--- src/rtl/control_sequencer_if.sv ---
// Handshake/status bundle between the main control FSM and control decode.
// master: sequencer side (drives state/flags/counters); slave: consumer side.
interface control_sequencer_if #(
  parameter int COUNT_W = 32
);
  logic [5:0]         opcode;
  logic               mem_ready;
  logic [3:0]         state;
  logic               instr_done;
  logic               illegal_op;
  logic               mem_timeout;
  logic [COUNT_W-1:0] cycle_count;
  logic [COUNT_W-1:0] instr_count;

  modport master (
    input  opcode,
    input  mem_ready,
    output state,
    output instr_done,
    output illegal_op,
    output mem_timeout,
    output cycle_count,
    output instr_count
  );

  modport slave (
    output opcode,
    output mem_ready,
    input  state,
    input  instr_done,
    input  illegal_op,
    input  mem_timeout,
    input  cycle_count,
    input  instr_count
  );
endinterface

--- src/rtl/control_sequencer.sv ---
// Multicycle CPU main control FSM: IF, RF, class-specific execute/mem/wb.
// Ports: clk, rst_n (async active-low), bus (control_sequencer_if.master):
//   opcode/mem_ready in; state, instr_done, illegal_op, mem_timeout,
//   cycle_count/instr_count out (counters only with CONTROL_SEQUENCER_PERF_EN,
//   otherwise driven 0).
module control_sequencer #(
  parameter int COUNT_W   = 32,
  parameter int STALL_MAX = 15
) (
  input  logic                clk,
  input  logic                rst_n,
  control_sequencer_if.master bus
);

  typedef enum logic [3:0] {
    S_IF     = 4'd0,
    S_RF     = 4'd1,
    S_IMM3   = 4'd2,
    S_ALUR3  = 4'd3,
    S_ALURI3 = 4'd4,
    S_ALU4   = 4'd5,
    S_BR3    = 4'd6,
    S_MEM3   = 4'd7,
    S_LD4    = 4'd8,
    S_ST4    = 4'd9,
    S_LD5    = 4'd10,
    S_JMP3   = 4'd11
  } state_e;

  localparam int SW =
    (STALL_MAX < 1) ? 1 : $clog2(STALL_MAX + 1);
  localparam logic [SW-1:0] SMAX = SW'(STALL_MAX);

  state_e        state_q, state_d;
  logic [SW-1:0] stall_q, stall_d, stall_inc;
  logic          ill_q, ill_d;
  logic          to_q, to_d;
  logic          done;

  logic [5:0] op;
  logic       mr;
  logic       c_alu_r, c_alu_ri, c_br, c_mem;
  logic       c_jmp, c_imm;

  assign op = bus.opcode;
  assign mr = bus.mem_ready;

  assign c_alu_r  = (op[5:4] == 2'b00);
  assign c_alu_ri = (op[5:4] == 2'b01);
  assign c_br     = (op[5:3] == 3'b100);
  assign c_mem    = (op[5:3] == 3'b101);
  assign c_jmp    = (op == 6'b110000);
  assign c_imm    = (op == 6'b110001);

  // Saturating increment of the wait counter.
  assign stall_inc =
    (stall_q == SMAX) ? stall_q : stall_q + 1'b1;

  always_ff @(posedge clk or negedge rst_n) begin
    if (!rst_n) begin
      state_q <= S_IF;
      stall_q <= '0;
      ill_q   <= 1'b0;
      to_q    <= 1'b0;
    end else begin
      state_q <= state_d;
      stall_q <= stall_d;
      ill_q   <= ill_d;
      to_q    <= to_d;
    end
  end

  // done is decoded from registered state plus inputs that are stable
  // between edges, so it only changes right after a clock edge.
  always_comb begin
    state_d = state_q;
    stall_d = '0;
    ill_d   = ill_q;
    done    = 1'b0;
    case (state_q)
      S_IF: state_d = S_RF;
      S_RF: begin
        unique case (1'b1)
          c_alu_r:  state_d = S_ALUR3;
          c_alu_ri: state_d = S_ALURI3;
          c_br:     state_d = S_BR3;
          c_mem:    state_d = S_MEM3;
          c_jmp:    state_d = S_JMP3;
          c_imm:    state_d = S_IMM3;
          default: begin
            state_d = S_IF;
            ill_d   = 1'b1;
            done    = 1'b1;
          end
        endcase
      end
      S_ALUR3, S_ALURI3: state_d = S_ALU4;
      S_MEM3: state_d = op[2] ? S_ST4 : S_LD4;
      S_LD4: begin
        if (mr) state_d = S_LD5;
        else    stall_d = stall_inc;
      end
      S_ST4: begin
        if (mr) begin
          state_d = S_IF;
          done    = 1'b1;
        end else begin
          stall_d = stall_inc;
        end
      end
      S_ALU4, S_BR3, S_LD5, S_JMP3, S_IMM3: begin
        state_d = S_IF;
        done    = 1'b1;
      end
      default: state_d = S_IF;
    endcase
    to_d = to_q | (stall_d == SMAX);
  end

  assign bus.state       = state_q;
  assign bus.instr_done  = done;
  assign bus.illegal_op  = ill_q;
  assign bus.mem_timeout = to_q;

`ifdef CONTROL_SEQUENCER_PERF_EN
  logic [COUNT_W-1:0] cyc_q, ins_q;

  always_ff @(posedge clk or negedge rst_n) begin
    if (!rst_n) begin
      cyc_q <= '0;
      ins_q <= '0;
    end else begin
      cyc_q <= cyc_q + COUNT_W'(1);
      ins_q <= ins_q + COUNT_W'(done);
    end
  end

  assign bus.cycle_count = cyc_q;
  assign bus.instr_count = ins_q;
`else
  assign bus.cycle_count = '0;
  assign bus.instr_count = '0;
`endif

endmodule
--- src/flat_wrapper.sv ---
// flat-port wrapper written by rule: the top's interface ports become plain ports
module control_sequencer_flat 
#(
  parameter int COUNT_W   = 32,
  parameter int STALL_MAX = 15
)
  (clk, rst_n, bus_opcode, bus_mem_ready, bus_state, bus_instr_done, bus_illegal_op, bus_mem_timeout, bus_cycle_count, bus_instr_count);
  control_sequencer_if #(.COUNT_W(COUNT_W)) bus_i ();
  input  logic clk;
  input  logic rst_n;
  input wire logic [$bits(bus_i.opcode)-1:0] bus_opcode;
  input wire logic [$bits(bus_i.mem_ready)-1:0] bus_mem_ready;
  output wire logic [$bits(bus_i.state)-1:0] bus_state;
  output wire logic [$bits(bus_i.instr_done)-1:0] bus_instr_done;
  output wire logic [$bits(bus_i.illegal_op)-1:0] bus_illegal_op;
  output wire logic [$bits(bus_i.mem_timeout)-1:0] bus_mem_timeout;
  output wire logic [$bits(bus_i.cycle_count)-1:0] bus_cycle_count;
  output wire logic [$bits(bus_i.instr_count)-1:0] bus_instr_count;
  assign bus_i.opcode = bus_opcode;
  assign bus_i.mem_ready = bus_mem_ready;
  assign bus_state = bus_i.state;
  assign bus_instr_done = bus_i.instr_done;
  assign bus_illegal_op = bus_i.illegal_op;
  assign bus_mem_timeout = bus_i.mem_timeout;
  assign bus_cycle_count = bus_i.cycle_count;
  assign bus_instr_count = bus_i.instr_count;
  control_sequencer #(.COUNT_W(COUNT_W), .STALL_MAX(STALL_MAX)) u_core (.clk(clk), .rst_n(rst_n), .bus(bus_i));
endmodule
--- config.mk ---
export PLATFORM = sky130hd
export DESIGN_NAME = control_sequencer_flat
export DESIGN_NICKNAME = d
export VERILOG_FILES = /design/src/rtl/control_sequencer_if.sv /design/src/rtl/control_sequencer.sv /design/src/flat_wrapper.sv
export SDC_FILE = /design/constraint.sdc
export NUM_CORES = 1
export LEC_CHECK = 0
export CORE_MARGIN = 1
export CORE_UTILIZATION = 37
export DETAILED_ROUTE_END_ITERATION = 12
export GPL_TIMING_DRIVEN = 0
export PLACE_DENSITY = 0.85
export SETUP_SLACK_MARGIN = 0.3
export SLEW_MARGIN = 20
export SYNTH_ARGS = -nofsm -noshare
export SYNTH_HDL_FRONTEND = slang
export SYNTH_SLANG_ARGS = --single-unit
--- constraint.sdc ---
create_clock -name clk -period 3.74 [get_ports clk]
set_input_delay 0.935 -clock clk [delete_from_list [all_inputs] [get_ports clk]]
set_output_delay 0.935 -clock clk [all_outputs]
set_load 0.02 [all_outputs]
==> results of run 1 <==
critical path, stage by stage:
cell and delay (ns):
clkdlybuf4s50_1 0.58, o311a_1 0.20, o21ai_0 0.07, a221oi_1 0.26
clkbuf_2 0.22
state kept, by name, indices dropped and copies added (netlist names):
register                flops
u_core.bus.mem_timeout      1
u_core.stall_q              4
u_core.bus.state            4
u_core.bus.illegal_op       1
through the flow:
step / area, um^2 / cells / total power, mW
2_1_floorplan: 1350 / 194 / 0.426
3_3_place_gp: 1530 / 240 / 0.522
3_5_place_dp: 1530 / 240 / 0.528
4_1_cts: 1570 / 244 / 0.619
5_1_grt: 1570 / 244 / 0.659
6_report: 1570 / 244 / 0.616
area by class of cell:
class	instances	area [um^2]	share of cell area, %
Inverter	4	15.0	0.959
Timing Repair Buffer	15	145	9.27
Multi-Input combinational cell	112	573	36.6
Clock buffer	4	36.3	2.32
Sequential cell	10	250	16.0
Buffer	68	507	32.4
Tap cell	31	38.8	2.48
cells by family after synthesis:
kind of cell | after synthesis | share of synthesized area (%)
xor+xnor | 3 | 2.37
mux | 1 | 0.903
simple gates | 22 | 11.3
buf+inv | 72 | 47.1
other cells | 1 | 0.338
flops | 10 | 22.6
fa+ha+maj | 1 | 1.13
compound gates | 21 | 14.3
layer usage:
layer	vias up	part of all wire [%]
met2	44	50
met3	2	10
met5	-	0
met1	369	39
li1	477	-
met4	0	1.1
path summary, 6_finish.rpt:
kind                                         from  cells after the start  slack [ns]                     end
hold reg to reg            u_core.bus.mem_timeout                      2        0.47  u_core.bus.mem_timeout
min in group asynchronous                   rst_n                      1        0.97       u_core.stall_q[3]
setup reg to reg              u_core.bus.state[2]                      4        2.09  u_core.bus.mem_timeout
max in group asynchronous                   rst_n                      1        2.46  u_core.bus.mem_timeout
setup / recovery                    bus_opcode[4]                      5        0.54          bus_instr_done
hold / removal             u_core.bus.mem_timeout                      2        0.47  u_core.bus.mem_timeout
cell usage after synthesis (2+ instances only):
| cell | instances |
|---|---|
| a211oi_1 | 2 |
| a21oi_1 | 3 |
| buf_2 | 3 |
| buf_4 | 64 |
| dfrtp_1 | 10 |
| inv_1 | 4 |
| nand2_1 | 2 |
| nand3_1 | 2 |
| nor2_1 | 4 |
| nor2b_1 | 4 |
| nor3_1 | 3 |
| o21ai_0 | 3 |
| o21bai_1 | 2 |
| xnor2_1 | 2 |
repair_timing:
action / 4_1_cts / 5_1_grt
endpoints found under the setup margin: 1 / 1
gates cloned: 0 / 0
endpoints found under the hold margin: 0 / 0
gates resized for setup: 1 / 3
report_power, final:
group | switching [mW] | internal [mW] | total, mW
clock | 0.0366 | 0.0591 | 0.0957
sequential | 0.0235 | 0.131 | 0.154
combinational | 0.201 | 0.165 | 0.366
total | 0.261 | 0.355 | 0.616
==> run metrics, run 1 <==
initial antenna violation count 0; grt ovf 0; via count of the routed design 892; Synth Register Bits 10; Setup TNS 0 ns; outcome finished, violations left; first-pass GRT wire length 3010 um; Routability Congestion 0.751; # IOs 80; vias per cell 3.66; ratio of cells with drive above 1 in the final layout 34.7%; post-DP HPWL 1650 um; Die Footprint 3220 um^2; area of the mapped netlist 1110 um^2; wire per inst 7.93 um; max-slew violations 0; violated checks design-rule violations; hold crit path type reg2reg; Main synth FF type dfrtp_1; Post-synth ARST share 100%; Most Crowded Layer GR met2; Core Util, Final 55.8%; First DRT Iteration DRCs 16; commonest non-fill, non-tap cells in the layout buf_4 (64), conb_1 (64), clkdlybuf4s50_1 (14); clock sinks 10; Layout area overhead 41.2%; CP Launch Type input pin; Final Hold Fails 0; TritonCTS clock tree built; fin worst setup slack 0.539 ns; GR Layer Usage met1 13.9%; worst endpoint required time 2.80 ns; minimum clock period 3.20 ns; synth warn 0; Power Density 393 nW/um^2; Critical Path Sink Type output port; Max Root-Sink Buffers 2; register area share after synthesis 22.6%; GR Util met3 3.23%; ranking of synthesized cells by area buf_4 (43%), dfrtp_1 (23%), nor2b_1 (2.3%), xnor2_1 (1.6%), o41ai_2 (1.5%); ratio of final minimum period to clock period 85.6%; die height 56.7 um; Hold Buf Count CTS 0; Core ar. 2810 um^2; max cap viols 0; CP arrival 2.27 ns; met2 usage 19.9%; Crit Path Class in2out; # port buffers 15; number of routed nets with antenna violations 0; number of global-route vias before repair 714; Final Net Count 224; Hold Worst Slack 0.465 ns; CP max FO 6; clock skew 0.00426 ns; Starting Density 39.5%; Synth top area share 43.3%; top achievable clock speed 0.312 GHz; clk_lat worst skew 0.26 ns; H-Tree Depth 1; Setup WS pre-CTS 0.113 ns; Die Wd 56.7 um; Synth cell types 37; Final Setup Violations 0; Post-synth EDFFs 0; largest net degree at the start of global routing 11; CTS Buf Count 3; FILL cells 279; synthesized area per cell 8.46 um^2; Synth area leader buf_4; Leak 0.893 nW; Root Driver clkbuf_4; GRT Total Usage 11.7%; clock slew at reported path FFs 0.06 ns; # Post-CTS Setup Buffers 0; Residual DRC 10; std cell rows 19; IR drop worst, VDD 0.168 mV; Pre-antenna DRT Iters 8; Antenna Cells 0; Post-Syn Instances 131; RSZ-0062 raised after global routing false; Routed WL 1930 um
Power figures use the tool's default switching activity.
==> inputs of run 2 (changes only) <==
- SKIP_LAST_GASP: not set -> 1
==> results of run 2 <==
Same layout as run 1: the final DEF is identical, and so are final timing and power.
==> inputs of run 3 (changes only) <==
- CORE_UTILIZATION: 37 -> 35
- PLACE_DENSITY: 0.85 -> 0.81
- clock period: 3.74 -> 3.04 ns (I/O delays scaled with it)
==> run 3 against run 2 <==
  * The run now ends clean
  * Largest cell class unchanged
  * Sequential power grew 21%
  * Cell count grew 4.9%
  * Register-to-register slack lost 0.71 ns
  * Critical path depth is the same
  * Sequential share of layout area is essentially flat
  * Power grew 17%
  * Die area grew 5.5%
==> run metrics, run 3 (synthesis gave the netlist of run 1 again) <==
std cell rows 20 (+1); CTS Buf Count 3 (unchanged); Hold EP u_core.bus.mem_timeout; Post-Place Cells 253 (+5.4%); TritonCTS clock tree built; FILL cells 302 (+8.2%); Critical R2R Launch u_core.bus.state[2]; # port buffers 15 (unchanged); number of routed nets with antenna violations 0 (unchanged); Power Internal 0.408 mW (+15%); Layout area overhead 40.9%; Die Footprint 3400 um^2 (+5.5%); # Post-CTS Setup Buffers 0 (unchanged); top achievable clock speed 0.382 GHz; R2R cell count 4 (unchanged); CP arrival 1.86 ns (-0.41 ns); commonest non-fill, non-tap cells in the layout buf_4 (64), conb_1 (64), dfrtp_1 (10); Routed WL 1670 um (-14%); Clk pwr share 12.0% (-3.5 points); worst hold start u_core.bus.mem_timeout; Pre-antenna DRT Iters 4 (-4); Routability Congestion 0.745 (-0.73%); Power Density 461 nW/um^2 (+17%); post-DP HPWL 1440 um (-13%); largest net degree at the start of global routing 11 (unchanged); vias per cell 3.43 (-6.3%); r2r endpoint u_core.bus.mem_timeout; outcome finished clean; Final Setup Violations 0 (unchanged); placed instance area 1550 um^2 (+1.1%); Starting Density 36.6% (-2.9 points); ratio of final minimum period to clock period 86.2%; clk_lat worst skew 0.26 ns (about the same); CP max FO 4 (-2); clock slew at reported path FFs 0.06 ns (about the same); Layout Cells excl Fill 256 (+4.9%); number of global-route vias before repair 625 (-12%); CP Launch Type input pin; H-Tree Depth 1 (unchanged); slowest CP cell clkdlybuf4s50_1; worst endpoint required time 2.28 ns (-0.52 ns); Core ar. 3030 um^2 (+7.9%); wire per inst 6.51 um (-18%); Final Hold Fails 0 (unchanged); Max Root-Sink Buffers 2 (unchanged); Final Cell Area 1560 um^2 (-0.24%); first-pass GRT wire length 2590 um (-14%); IR drop worst, VDD 0.171 mV (+2.2%); grt ovf 0 (unchanged); initial antenna violation count 0 (unchanged); Critical Path Sink Type output port; hold crit path type reg2reg; Leak 0.893 nW (about the same); Cells on Worst Hold Path 2 (unchanged); # IOs 80 (unchanged); max-slew violations 0 (unchanged); sequential power share 25.9% (+0.9 points); minimum clock period 2.62 ns; Die Wd 58.3 um (+2.7%); critical path's top delay family buffers and inverters; die height 58.3 um (+2.7%); RSZ-0062 raised after global routing false; Core Util, Final 51.6% (-4.2 points); P_sw 0.312 mW (+20%); clock skew 0.00491 ns (+0.000649 ns); Residual DRC 0 (-10); Root Driver clkbuf_4; via count of the routed design 877 (-1.7%); Final Net Count 224 (unchanged); CP Cell Sequence clkdlybuf4s50_1, nand2b_1, a21oi_1, a221oi_1, buf_2; max cap viols 0 (unchanged); Crit Path Class in2out; Total Power 0.720 mW (+17%); Hold Worst Slack 0.457 ns (-0.00784 ns); CP max stage delay 0.51 ns (-0.07 ns); switching share of power 43.3% (+1.0 points); clock sinks 10 (unchanged); Comb power frac 62.1% (+2.7 points); Antenna Cells 0 (unchanged); CP bufs+invs 2 (unchanged); Hold Buf Count CTS 0 (unchanged); ratio of cells with drive above 1 in the final layout 34.4% (-0.31 points); First DRT Iteration DRCs 18 (+2); GRT Total Usage 9.95% (-1.7 points); R2R setup slack 1.38 ns (-0.71 ns)
-- run 3: cell count changes in the layout (fill, tap and decap cells not counted) --
cell,change
buf_2,+1
clkbuf_2,-1
clkbuf_8,-1
clkdlybuf4s50_1,-5
dlygate4sd2_1,+5
-- run 3: timing repair --
action                                 in CTS  in global routing
setup endpoints to repair                   1                  0
endpoints found under the hold margin       0                  0
resized for setup                          10                  0
-- run 3: worst max path at each step --
stage | from | end | slack [ns] | cells past startpoint
after global placement | bus_opcode[4] | bus_instr_done | -0.25 | 5
after floorplan | bus_opcode[1] | bus_instr_done | 0.70 | 3
after global routing | bus_mem_ready | bus_instr_done | 0.33 | 5
after detailed placement | bus_opcode[4] | bus_instr_done | -0.26 | 5
after CTS | bus_mem_ready | bus_instr_done | 0.41 | 5
final | bus_mem_ready | bus_instr_done | 0.42 | 5
-- run 3: worst register-to-register path: stages, from the launching register on --
cell and delay (ns):
dfrtp_1 0.37, buf_2 0.17, or4b_1 0.51, buf_2 0.18
o41ai_2 0.32
-- run 3: through the flow --
stage / setup TNS (ns) / setup WS [ns]
floorplan: 0 / 0.700
global placement: -0.249 / -0.249
detailed placement: -0.265 / -0.265
CTS: 0 / 0.408
global route: 0 / 0.327
finish: 0 / 0.419
-- run 3: power by group through the flow --
| stage | clock network, mW | registers (mW) | logic, mW |
|---|---|---|---|
| 3_3_place_gp | 0 | 0.188 | 0.454 |
| 3_5_place_dp | 0 | 0.188 | 0.458 |
| 4_1_cts | 0.0909 | 0.186 | 0.446 |
| 2_1_floorplan | 0 | 0.217 | 0.308 |
| 6_report | 0.0865 | 0.186 | 0.447 |
| 5_1_grt | 0.0982 | 0.192 | 0.482 |
-- run 3: layout make-up --
cell class | instances | area, um^2 | area share [%]
repair buffers | 15 | 139 | 8.89
flip-flops and latches | 10 | 250 | 16.0
clock buffers | 3 | 22.5 | 1.44
multi-input cells | 112 | 573 | 36.7
plain buffers | 68 | 507 | 32.5
inverters | 4 | 15.0 | 0.962
well taps | 44 | 55.1 | 3.53
-- run 3: routing by layer --
layer | wire length (um) | GRT usage, %
met1 | 693 | 12.9
met2 | 751 | 14.6
met3 | 198 | 4.02
met4 | 24 | 4.08
met5 | 0 | 0
